==> config.mk <==
export PLATFORM = sky130hd
export DESIGN_NAME = game_ctrl_flat
export DESIGN_NICKNAME = d
export VERILOG_FILES = /design/src/rtl/game_ctrl_if.sv /design/src/rtl/game_ctrl.sv /design/src/flat_wrapper.sv
export SDC_FILE = /design/constraint.sdc
export NUM_CORES = 1
export LEC_CHECK = 0
export BUFFER_PORTS_ARGS = -buffer_cell sky130_fd_sc_hd__buf_2
export CORE_UTILIZATION = 63
export DETAILED_ROUTE_END_ITERATION = 7
export PLACE_DENSITY = 0.93
export RECOVER_POWER = 100
export SLEW_MARGIN = 30
export SYNTH_ARGS = -nofsm -noshare
export SYNTH_HDL_FRONTEND = slang
export SYNTH_SLANG_ARGS = --single-unit
==> constraint.sdc <==
create_clock -name ClkPort -period 10.8 [get_ports ClkPort]
set_clock_uncertainty 0.1 [all_clocks]
set_input_delay 0.54 -clock ClkPort [delete_from_list [all_inputs] [get_ports ClkPort]]
set_output_delay 0.54 -clock ClkPort [all_outputs]
set_load 0.02 [all_outputs]
==> src/rtl/game_ctrl_if.sv <==
// Control bus for game_ctrl: raw buttons, frame timing and collision in; game state out.
interface game_ctrl_if;
    logic       BtnU;
    logic       BtnD;
    logic       BtnL;
    logic       BtnR;
    logic       frame_tick;
    logic       collision;
    logic [1:0] state;
    logic [9:0] pos_x;
    logic [9:0] pos_y;
    logic [13:0] score;
    logic [1:0] lives;

    modport master (
        output BtnU, BtnD, BtnL, BtnR, frame_tick, collision,
        input  state, pos_x, pos_y, score, lives
    );

    modport slave (
        input  BtnU, BtnD, BtnL, BtnR, frame_tick, collision,
        output state, pos_x, pos_y, score, lives
    );
endinterface

==> src/rtl/game_ctrl.sv <==
// Game controller: synchronised, debounced buttons drive a four-state game FSM that moves the
// player per frame inside a clamped box, keeps score and lives, and handles hit/game-over.
module game_ctrl #(
    parameter int unsigned DEBOUNCE_CYCLES = 250000,
    parameter int unsigned STEP            = 4,
    parameter int unsigned X_MIN           = 144,
    parameter int unsigned X_MAX           = 783,
    parameter int unsigned Y_MIN           = 35,
    parameter int unsigned Y_MAX           = 514,
    parameter int unsigned X_START         = 464,
    parameter int unsigned Y_START         = 275,
    parameter int unsigned HIT_FRAMES      = 60
) (
    input  logic        ClkPort,
    input  logic        BtnC,
    game_ctrl_if.slave  bus
);

    localparam int unsigned CNT_W = $clog2(DEBOUNCE_CYCLES + 1);

    typedef enum logic [1:0] {
        StIdle = 2'd0,
        StPlay = 2'd1,
        StHit  = 2'd2,
        StOver = 2'd3
    } state_t;

    // Button index: 0=U, 1=D, 2=L, 3=R
    logic [3:0]       raw;
    logic [3:0]       sync1;
    logic [3:0]       sync2;
    logic [3:0]       level;
    logic [3:0]       press;
    logic [CNT_W-1:0] cnt [4];

    assign raw = {bus.BtnR, bus.BtnL, bus.BtnD, bus.BtnU};

    always_ff @(posedge ClkPort or posedge BtnC) begin
        if (BtnC) begin
            sync1 <= '0;
            sync2 <= '0;
            level <= '0;
            press <= '0;
            for (int i = 0; i < 4; i++) cnt[i] <= '0;
        end else begin
            sync1 <= raw;
            sync2 <= sync1;
            press <= '0;
            for (int i = 0; i < 4; i++) begin
                if (sync2[i] != level[i]) begin
                    if (cnt[i] == CNT_W'(DEBOUNCE_CYCLES - 1)) begin
                        level[i] <= sync2[i];
                        press[i] <= sync2[i];
                        cnt[i]   <= '0;
                    end else begin
                        cnt[i] <= cnt[i] + 1'b1;
                    end
                end else begin
                    cnt[i] <= '0;
                end
            end
        end
    end

    state_t      state;
    logic [9:0]  pos_x;
    logic [9:0]  pos_y;
    logic [13:0] score;
    logic [1:0]  lives;
    logic [15:0] hit_cnt;

    logic [9:0]  next_x;
    logic [9:0]  next_y;
    logic [13:0] next_score;
    logic [31:0] x_ext;
    logic [31:0] y_ext;

    // Clamp in 32 bits so neither direction can wrap the 10-bit coordinate.
    always_comb begin
        x_ext  = {22'd0, pos_x};
        y_ext  = {22'd0, pos_y};
        next_x = pos_x;
        next_y = pos_y;
        if (level[3] && !level[2]) begin
            next_x = (x_ext + STEP > X_MAX) ? 10'(X_MAX) : 10'(x_ext + STEP);
        end else if (level[2] && !level[3]) begin
            next_x = (x_ext < X_MIN + STEP) ? 10'(X_MIN) : 10'(x_ext - STEP);
        end
        if (level[1] && !level[0]) begin
            next_y = (y_ext + STEP > Y_MAX) ? 10'(Y_MAX) : 10'(y_ext + STEP);
        end else if (level[0] && !level[1]) begin
            next_y = (y_ext < Y_MIN + STEP) ? 10'(Y_MIN) : 10'(y_ext - STEP);
        end
        next_score = (score == 14'd9999) ? score : score + 14'd1;
    end

    always_ff @(posedge ClkPort or posedge BtnC) begin
        if (BtnC) begin
            state   <= StIdle;
            pos_x   <= 10'(X_START);
            pos_y   <= 10'(Y_START);
            score   <= '0;
            lives   <= 2'd3;
            hit_cnt <= '0;
        end else begin
            unique case (state)
                StIdle: begin
                    if (|press) state <= StPlay;
                end
                StPlay: begin
                    if (bus.frame_tick) begin
                        if (bus.collision) begin
                            lives   <= lives - 2'd1;
                            pos_x   <= 10'(X_START);
                            pos_y   <= 10'(Y_START);
                            hit_cnt <= '0;
                            state   <= (lives == 2'd1) ? StOver : StHit;
                        end else begin
                            pos_x <= next_x;
                            pos_y <= next_y;
                            score <= next_score;
                        end
                    end
                end
                StHit: begin
                    if (bus.frame_tick) begin
                        if (hit_cnt == 16'(HIT_FRAMES - 1)) begin
                            hit_cnt <= '0;
                            state   <= StPlay;
                        end else begin
                            hit_cnt <= hit_cnt + 16'd1;
                        end
                    end
                end
                StOver: begin
                    if (|press) begin
                        state <= StIdle;
                        score <= '0;
                        lives <= 2'd3;
                        pos_x <= 10'(X_START);
                        pos_y <= 10'(Y_START);
                    end
                end
                default: state <= StIdle;
            endcase
        end
    end

    assign bus.state = state;
    assign bus.pos_x = pos_x;
    assign bus.pos_y = pos_y;
    assign bus.score = score;
    assign bus.lives = lives;

endmodule

==> src/flat_wrapper.sv <==
// flat-port wrapper written by rule: the top's interface ports become plain ports
module game_ctrl_flat 
#(
    parameter int unsigned DEBOUNCE_CYCLES = 250000,
    parameter int unsigned STEP            = 4,
    parameter int unsigned X_MIN           = 144,
    parameter int unsigned X_MAX           = 783,
    parameter int unsigned Y_MIN           = 35,
    parameter int unsigned Y_MAX           = 514,
    parameter int unsigned X_START         = 464,
    parameter int unsigned Y_START         = 275,
    parameter int unsigned HIT_FRAMES      = 60
)
  (ClkPort, BtnC, bus_BtnU, bus_BtnD, bus_BtnL, bus_BtnR, bus_frame_tick, bus_collision, bus_state, bus_pos_x, bus_pos_y, bus_score, bus_lives);
  game_ctrl_if bus_i ();
  input  logic ClkPort;
  input  logic BtnC;
  input wire logic [$bits(bus_i.BtnU)-1:0] bus_BtnU;
  input wire logic [$bits(bus_i.BtnD)-1:0] bus_BtnD;
  input wire logic [$bits(bus_i.BtnL)-1:0] bus_BtnL;
  input wire logic [$bits(bus_i.BtnR)-1:0] bus_BtnR;
  input wire logic [$bits(bus_i.frame_tick)-1:0] bus_frame_tick;
  input wire logic [$bits(bus_i.collision)-1:0] bus_collision;
  output wire logic [$bits(bus_i.state)-1:0] bus_state;
  output wire logic [$bits(bus_i.pos_x)-1:0] bus_pos_x;
  output wire logic [$bits(bus_i.pos_y)-1:0] bus_pos_y;
  output wire logic [$bits(bus_i.score)-1:0] bus_score;
  output wire logic [$bits(bus_i.lives)-1:0] bus_lives;
  assign bus_i.BtnU = bus_BtnU;
  assign bus_i.BtnD = bus_BtnD;
  assign bus_i.BtnL = bus_BtnL;
  assign bus_i.BtnR = bus_BtnR;
  assign bus_i.frame_tick = bus_frame_tick;
  assign bus_i.collision = bus_collision;
  assign bus_state = bus_i.state;
  assign bus_pos_x = bus_i.pos_x;
  assign bus_pos_y = bus_i.pos_y;
  assign bus_score = bus_i.score;
  assign bus_lives = bus_i.lives;
  game_ctrl #(.DEBOUNCE_CYCLES(DEBOUNCE_CYCLES), .STEP(STEP), .X_MIN(X_MIN), .X_MAX(X_MAX), .Y_MIN(Y_MIN), .Y_MAX(Y_MAX), .X_START(X_START), .Y_START(Y_START), .HIT_FRAMES(HIT_FRAMES)) u_core (.ClkPort(ClkPort), .BtnC(BtnC), .bus(bus_i));
endmodule
---- Yosys cells after proc, flatten, opt, wreduce, memory -nomap -nowiden ----
Index checks and enable logic that the tools add are counted.
operators by class
  $add $sub $neg .......................... 11
  $lt $le $gt $ge ......................... 4
  mux-type cells .......................... 54
  reductions and logical operators ........ 22
  eq/ne operators ......................... 24
operators with widths
  cell                                                          count
  2-to-1 mux 18 bit                                             8
  2-to-1 mux 10 bit                                             14
  adder 18 x 1 -> 18 bit (second input constant)                4
  equality test 18 bit (second input constant)                  4
  > comparator 32 x 10 -> 1 bit (second input constant)         2
  2-to-1 mux 16 bit                                             4
  2-to-1 mux 14 bit                                             4
  case mux 10 bit (2 select lines)                              2
  case mux 16 bit (2 select lines)                              1
  case mux 14 bit (2 select lines)                              1
  adder 10 x 3 -> 11 bit (second input constant)                2
  subtractor 10 x 3 -> 10 bit (second input constant)           2
  2-to-1 mux 2 bit                                              9
  adder 16 x 1 -> 16 bit (second input constant)                1
  equality test 16 x 6 -> 1 bit (second input constant)         1
  AND reduction 4 bit                                           4
  adder 14 x 1 -> 14 bit (second input constant)                1
  equality test 14 bit (second input constant)                  1
  less-than comparator 10 x 6 -> 1 bit (second input constant)  1
  less-than comparator 10 x 8 -> 1 bit (second input constant)  1
  inequality test 2 bit (second input constant)                 5
  2-to-1 mux 1 bit                                              9
  inequality test 4 x 2 -> 1 bit (second input constant)        2
  case mux 2 bit (4 select lines)                               1
  other kinds (14)                                              31
word-level totals
  bits in registers ....................... 142
  output and inout port bits .............. 38

---- Longest topological paths before layout ----
  word-level depth ........................ 7
  gate-level depth with buffers ........... 8

---- Worst setup path after synthesis ----
OpenSTA, ideal clock, no wires.
  path type ............................... register to register
  start point ............................. reg u_core.pos_y[2], in the netlist u_core.bus.pos_y[2]
  end point ............................... reg u_core.pos_y[6], in the netlist u_core.bus.pos_y[6]
  arrival time ............................ 2.421 ns
  slack ................................... 8.188 ns
  cell stages (with the launch flop) ...... 8
  buffers on the path ..................... 0
  required time ........................... 10.608 ns
  library setup time ...................... 0.092 ns
  cell sequence ........................... dfrtp_1 > ha_1 > nand3_1 > or3_1 > a222oi_1 > a21oi_2 > or2_4 > o31ai_2
between the ends
  cells in the longest elaborated chain, start to end .. 7
  elaborated cells on any way between the ends .. 11
ends and longest elaborated chain
  what                                                                line                              RTL
  from (decl)                                                         game_ctrl.sv:67                   logic [9:0] pos_y;
  from (signal assigned)                                              game_ctrl.sv:101                  pos_y <= 10'(Y_START);
  from (signal assigned)                                              game_ctrl.sv:115                  pos_y <= 10'(Y_START);
  from (signal assigned)                                              game_ctrl.sv:120                  pos_y <= next_y;
  adder 10 x 3 -> 11 bit, or another cell as far along                game_ctrl.sv:90                   next_y = (y_ext + STEP > Y_MAX) ? 10'(Y_MAX) : 10'(y_ext + STEP);
  > comparator 32 x 10 -> 1 bit or 2-to-1 mux 10 bit (tied branches)  game_ctrl.sv:90, game_ctrl.sv:92
  2-to-1 mux 10 bit (on tied branches)                                game_ctrl.sv:90, game_ctrl.sv:91
  2-to-1 mux 10 bit *                                                 game_ctrl.sv:89                   if (level[1] && !level[0]) begin
  2-to-1 mux 10 bit *                                                 game_ctrl.sv:112                  if (bus.collision) begin
  2-to-1 mux 10 bit *                                                 game_ctrl.sv:111                  if (bus.frame_tick) begin
  case mux 10 bit (2 select lines) *                                  game_ctrl.sv:106                  unique case (state)
Every way passes the cells marked *; elsewhere a longest branch is shown, timed or not. The select of a mux whose other input is x is not followed.
A chain may end at the register's enable or synchronous reset.

==> reports/summary.txt <==
ANT nets after route: 0
Inserted Diodes: 0
Net Sw Power: 510.3 µW
CTS Buf Count: 17
# placed instances: 956
Sw Share: 33.09%
unrepaired setup endpoints after global routing: no
vias per inst: 6.110
setup bufs post-CTS: 0
minimum clock period: 5290 ps
Die Ht: 110.3 µm
Synth warnings: 0
worst-case clock buffer depth: 2
DR WL/cell: 16.42 µm
Top FF cell, synth: dfrtp_1
Hold Fails Final Rpt: 0
ranking of synthesized cells by area: dfrtp_1 (44%), xor2_1 (6.5%), nor2_1 (6.4%), xnor2_1 (4.3%), nand3_1 (4.0%)
insertion delay to the later sink of the worst-skew pair: 430 ps
Crit. End Element: async pin
crit path to: u_core.hit_cnt[4]$_DFFE_PP0P_
fraction of registers with async set or reset after synthesis: 100.0%
share of cells above drive strength 1: 6.754%
synth-to-layout area growth: 11.34%
DRC Markers: 0
Die Area: 12,170 µm²
P_int: 1032 µW
initial core utilization: 64.73%
clock sink count: 141
outcome: finished with violations
total wire length: 16.20 mm
worst-path fanout max: 80
flops & latches, synth: 141
area of the mapped netlist: 7391 µm²
fin cells: 987
Worst EP required: 10,520 ps
crit share post-route: 48.98%
Clk pwr share: 37.2%
DR vias: 6,031
final slew viol count: 144
Mean Syn Cell Area: 9.367 µm²
detailed placement HPWL: 10.33 mm
multi-input logic area: 3657 µm²
Reg2Reg Depth: 6
drt first pass iters: 6
Die Wd: 110.3 µm
Worst-Margin Slew: 3439 ps
Root Driver: clkbuf_16
worst r2r dst: u_core.bus.pos_x[5]$_DFFE_PP0P_
final setup vio count: 0
failing checks: max-capacitance violations, max-slew violations
GP Congestion: 0.9140
I/O Buffers: 45
Seq/Total Area, Yosys: 47.91%
crit path DAT: 5010 ps
Yosys top cell area share: 44.35%
CP startpoint kind: input pin
Reg2Reg Setup Slack: 7850 ps
global-route wire length before repair: 27.54 mm
GRT overflow: 0
final setup TNS: 0 ps
Peak Freq: 0.1891 GHz
Max H-tree Level: 4
initial antenna violation count: 0
peak supply drop: 0.0001853 V
Clock transition at path regs: 60 ps
final net count: 855
Cell Rows: 39
core area: 11,420 µm²
FF-to-FF Start: u_core.press[1]$_DFF_PP0_
Crit. Startpoint: BtnC
CTS Hold Bufs: 0
Gate Count Post-Synth: 789
unique cell type count in the Yosys netlist: 62
register share of total power: 42.3%
Ports: 46
number of global-route vias before repair: 5,774
max_cap viols: 2
Leakage Power: 0.003520 µW
power share of the combinational group: 20.5%
path type of the worst setup path: in2async
largest net degree at the start of global routing: 81
post-CTS sizing: 0
All-Layer GR Usage: 29.64%
hold crit path type: in2reg
Synthesized Nets: 812
largest area contributor in the netlist: dfrtp_1
CTS tree: yes
slew margin rel.: -130.5%
Post-synth EDFFs: 0
register area: 3541 µm²
fillcell total: 820
pwr dens: 187.4 nW/µm²
Starting DRT DRC Count: 630
==> worst min-delay path by stage <==
stage | slack, ps | to | cells after the start | start
after floorplan | 230 | u_core.sync2[0]$_DFF_PP0_ | 0 | u_core.sync1[0]$_DFF_PP0_
after global placement | 230 | u_core.sync2[2]$_DFF_PP0_ | 0 | u_core.sync1[2]$_DFF_PP0_
after detailed placement | 240 | u_core.sync2[0]$_DFF_PP0_ | 0 | u_core.sync1[0]$_DFF_PP0_
after CTS | 110 | u_core.sync1[0]$_DFF_PP0_ | 1 | bus_BtnU
after global routing | 110 | u_core.sync1[0]$_DFF_PP0_ | 1 | bus_BtnU
final | 120 | u_core.sync1[0]$_DFF_PP0_ | 1 | bus_BtnU
==> registers in the layout (all words and copies together) (netlist names) <==
register	flops
u_core.bus.pos_y	10
u_core.bus.state	2
u_core.sync2	4
u_core.bus.lives	2
u_core.press	4
u_core.level	4
u_core.cnt	72
u_core.hit_cnt	16
u_core.bus.score	14
u_core.bus.pos_x	9
u_core.sync1	4
==> placed cells by master (no fill, tap or decap), types with 3 or more instances in the layout <==
cell type	n
nor4b_1	5
nor3_1	18
nor4_1	16
nand2b_1	8
and3_1	15
and4_1	3
o21ai_0	18
inv_1	21
nand3b_1	7
xor2_1	55
buf_2	12
or4_1	4
nor2_1	126
o31ai_1	7
mux2_2	5
and2_1	6
nand3_1	59
a41oi_1	3
o21ai_1	4
a21oi_1	24
o22ai_1	4
ha_1	15
clkbuf_16	17
clkinv_4	3
o21bai_1	3
or3_1	8
nor3b_1	8
dfstp_2	5
xnor2_1	36
nand2_1	67
a21o_1	11
clkbuf_1	36
nor2b_1	8
a31oi_1	7
inv_6	4
nand4_1	16
dfrtp_1	131
dfstp_1	5
a211oi_1	6
==> cell families after synthesis <==
| group | Yosys count | synth area share (%) |
|---|---|---|
| AOI/OAI and AO/OA | 111 | 10.21 |
| xor gates and xnor gates | 91 | 10.78 |
| adders and majority gates | 15 | 2.539 |
| buffers and inverters | 44 | 2.438 |
| DFF | 141 | 47.91 |
| muxes | 6 | 0.9141 |
| and+or+nand+nor | 381 | 25.21 |
==> metrics by stage <==
step / hold WS, ps / util [%] / total power, µW / setup WS [ps] / area (µm²)
after detailed placement: 237.2 / 67.52 / 973.9 / 8042 / 7710
after global placement: 234.8 / 67.52 / 960.8 / 8153 / 7710
after CTS: 113.8 / 72.61 / 1553 / 8003 / 8290
after global routing: 108.8 / 72.07 / 1617 / 4392 / 8229
after floorplan: 231.2 / - / 881.8 / 6395 / 7391
final: 124.0 / 72.07 / 1542 / 5510 / 8229
==> critical path, cell delays in order <==
cell and delay (ps):
buf_2 100, clkinvlp_2 1910, clkbuf_1 2360
==> layout make-up <==
type	count	share of cell area [%]
sequential	141	43.03
timing repair buffer	46	2.281
clock inverter	11	1.627
clock buffer	20	5.428
inverter	22	1.019
tap	143	2.174
multi-input combinational	604	44.44
==> metal layers <==
metal | track usage (%) | up-vias | wire length (µm)
met3 | 6.937 | 42 | 758
met1 | 38.97 | 2925 | 7128
met4 | 10.43 | 0 | 376
met2 | 48.23 | 205 | 7940
li1 | - | 2859 | -
met5 | 0 | - | 0
==> cell usage after synthesis (7+ instances only) <==
master and count:
nor3_1 18, inv_1 22, or3_1 8, nor2b_1 8, a21o_1 11, nor2_1 126, nand3_1 59, dfstp_2 10
nor3b_1 8, nand4_1 16, clkbuf_1 17, o31ai_1 7, dfrtp_1 131, ha_1 15, nor4_1 16, xnor2_1 36
nand2b_1 8, xor2_1 55, a31oi_1 7, o21ai_0 16, nand3b_1 7, nand2_1 67, a21oi_1 23, and3_1 15
==> power by group through the flow <==
stage | logic, µW | registers, µW | clock network, µW
after floorplan | 216 | 666 | 0
after global placement | 308 | 653 | 0
after detailed placement | 316 | 658 | 0
after CTS | 324 | 651 | 579
after global routing | 354 | 660 | 603
final | 316 | 652 | 574
(Power assumes the default switching activity.)
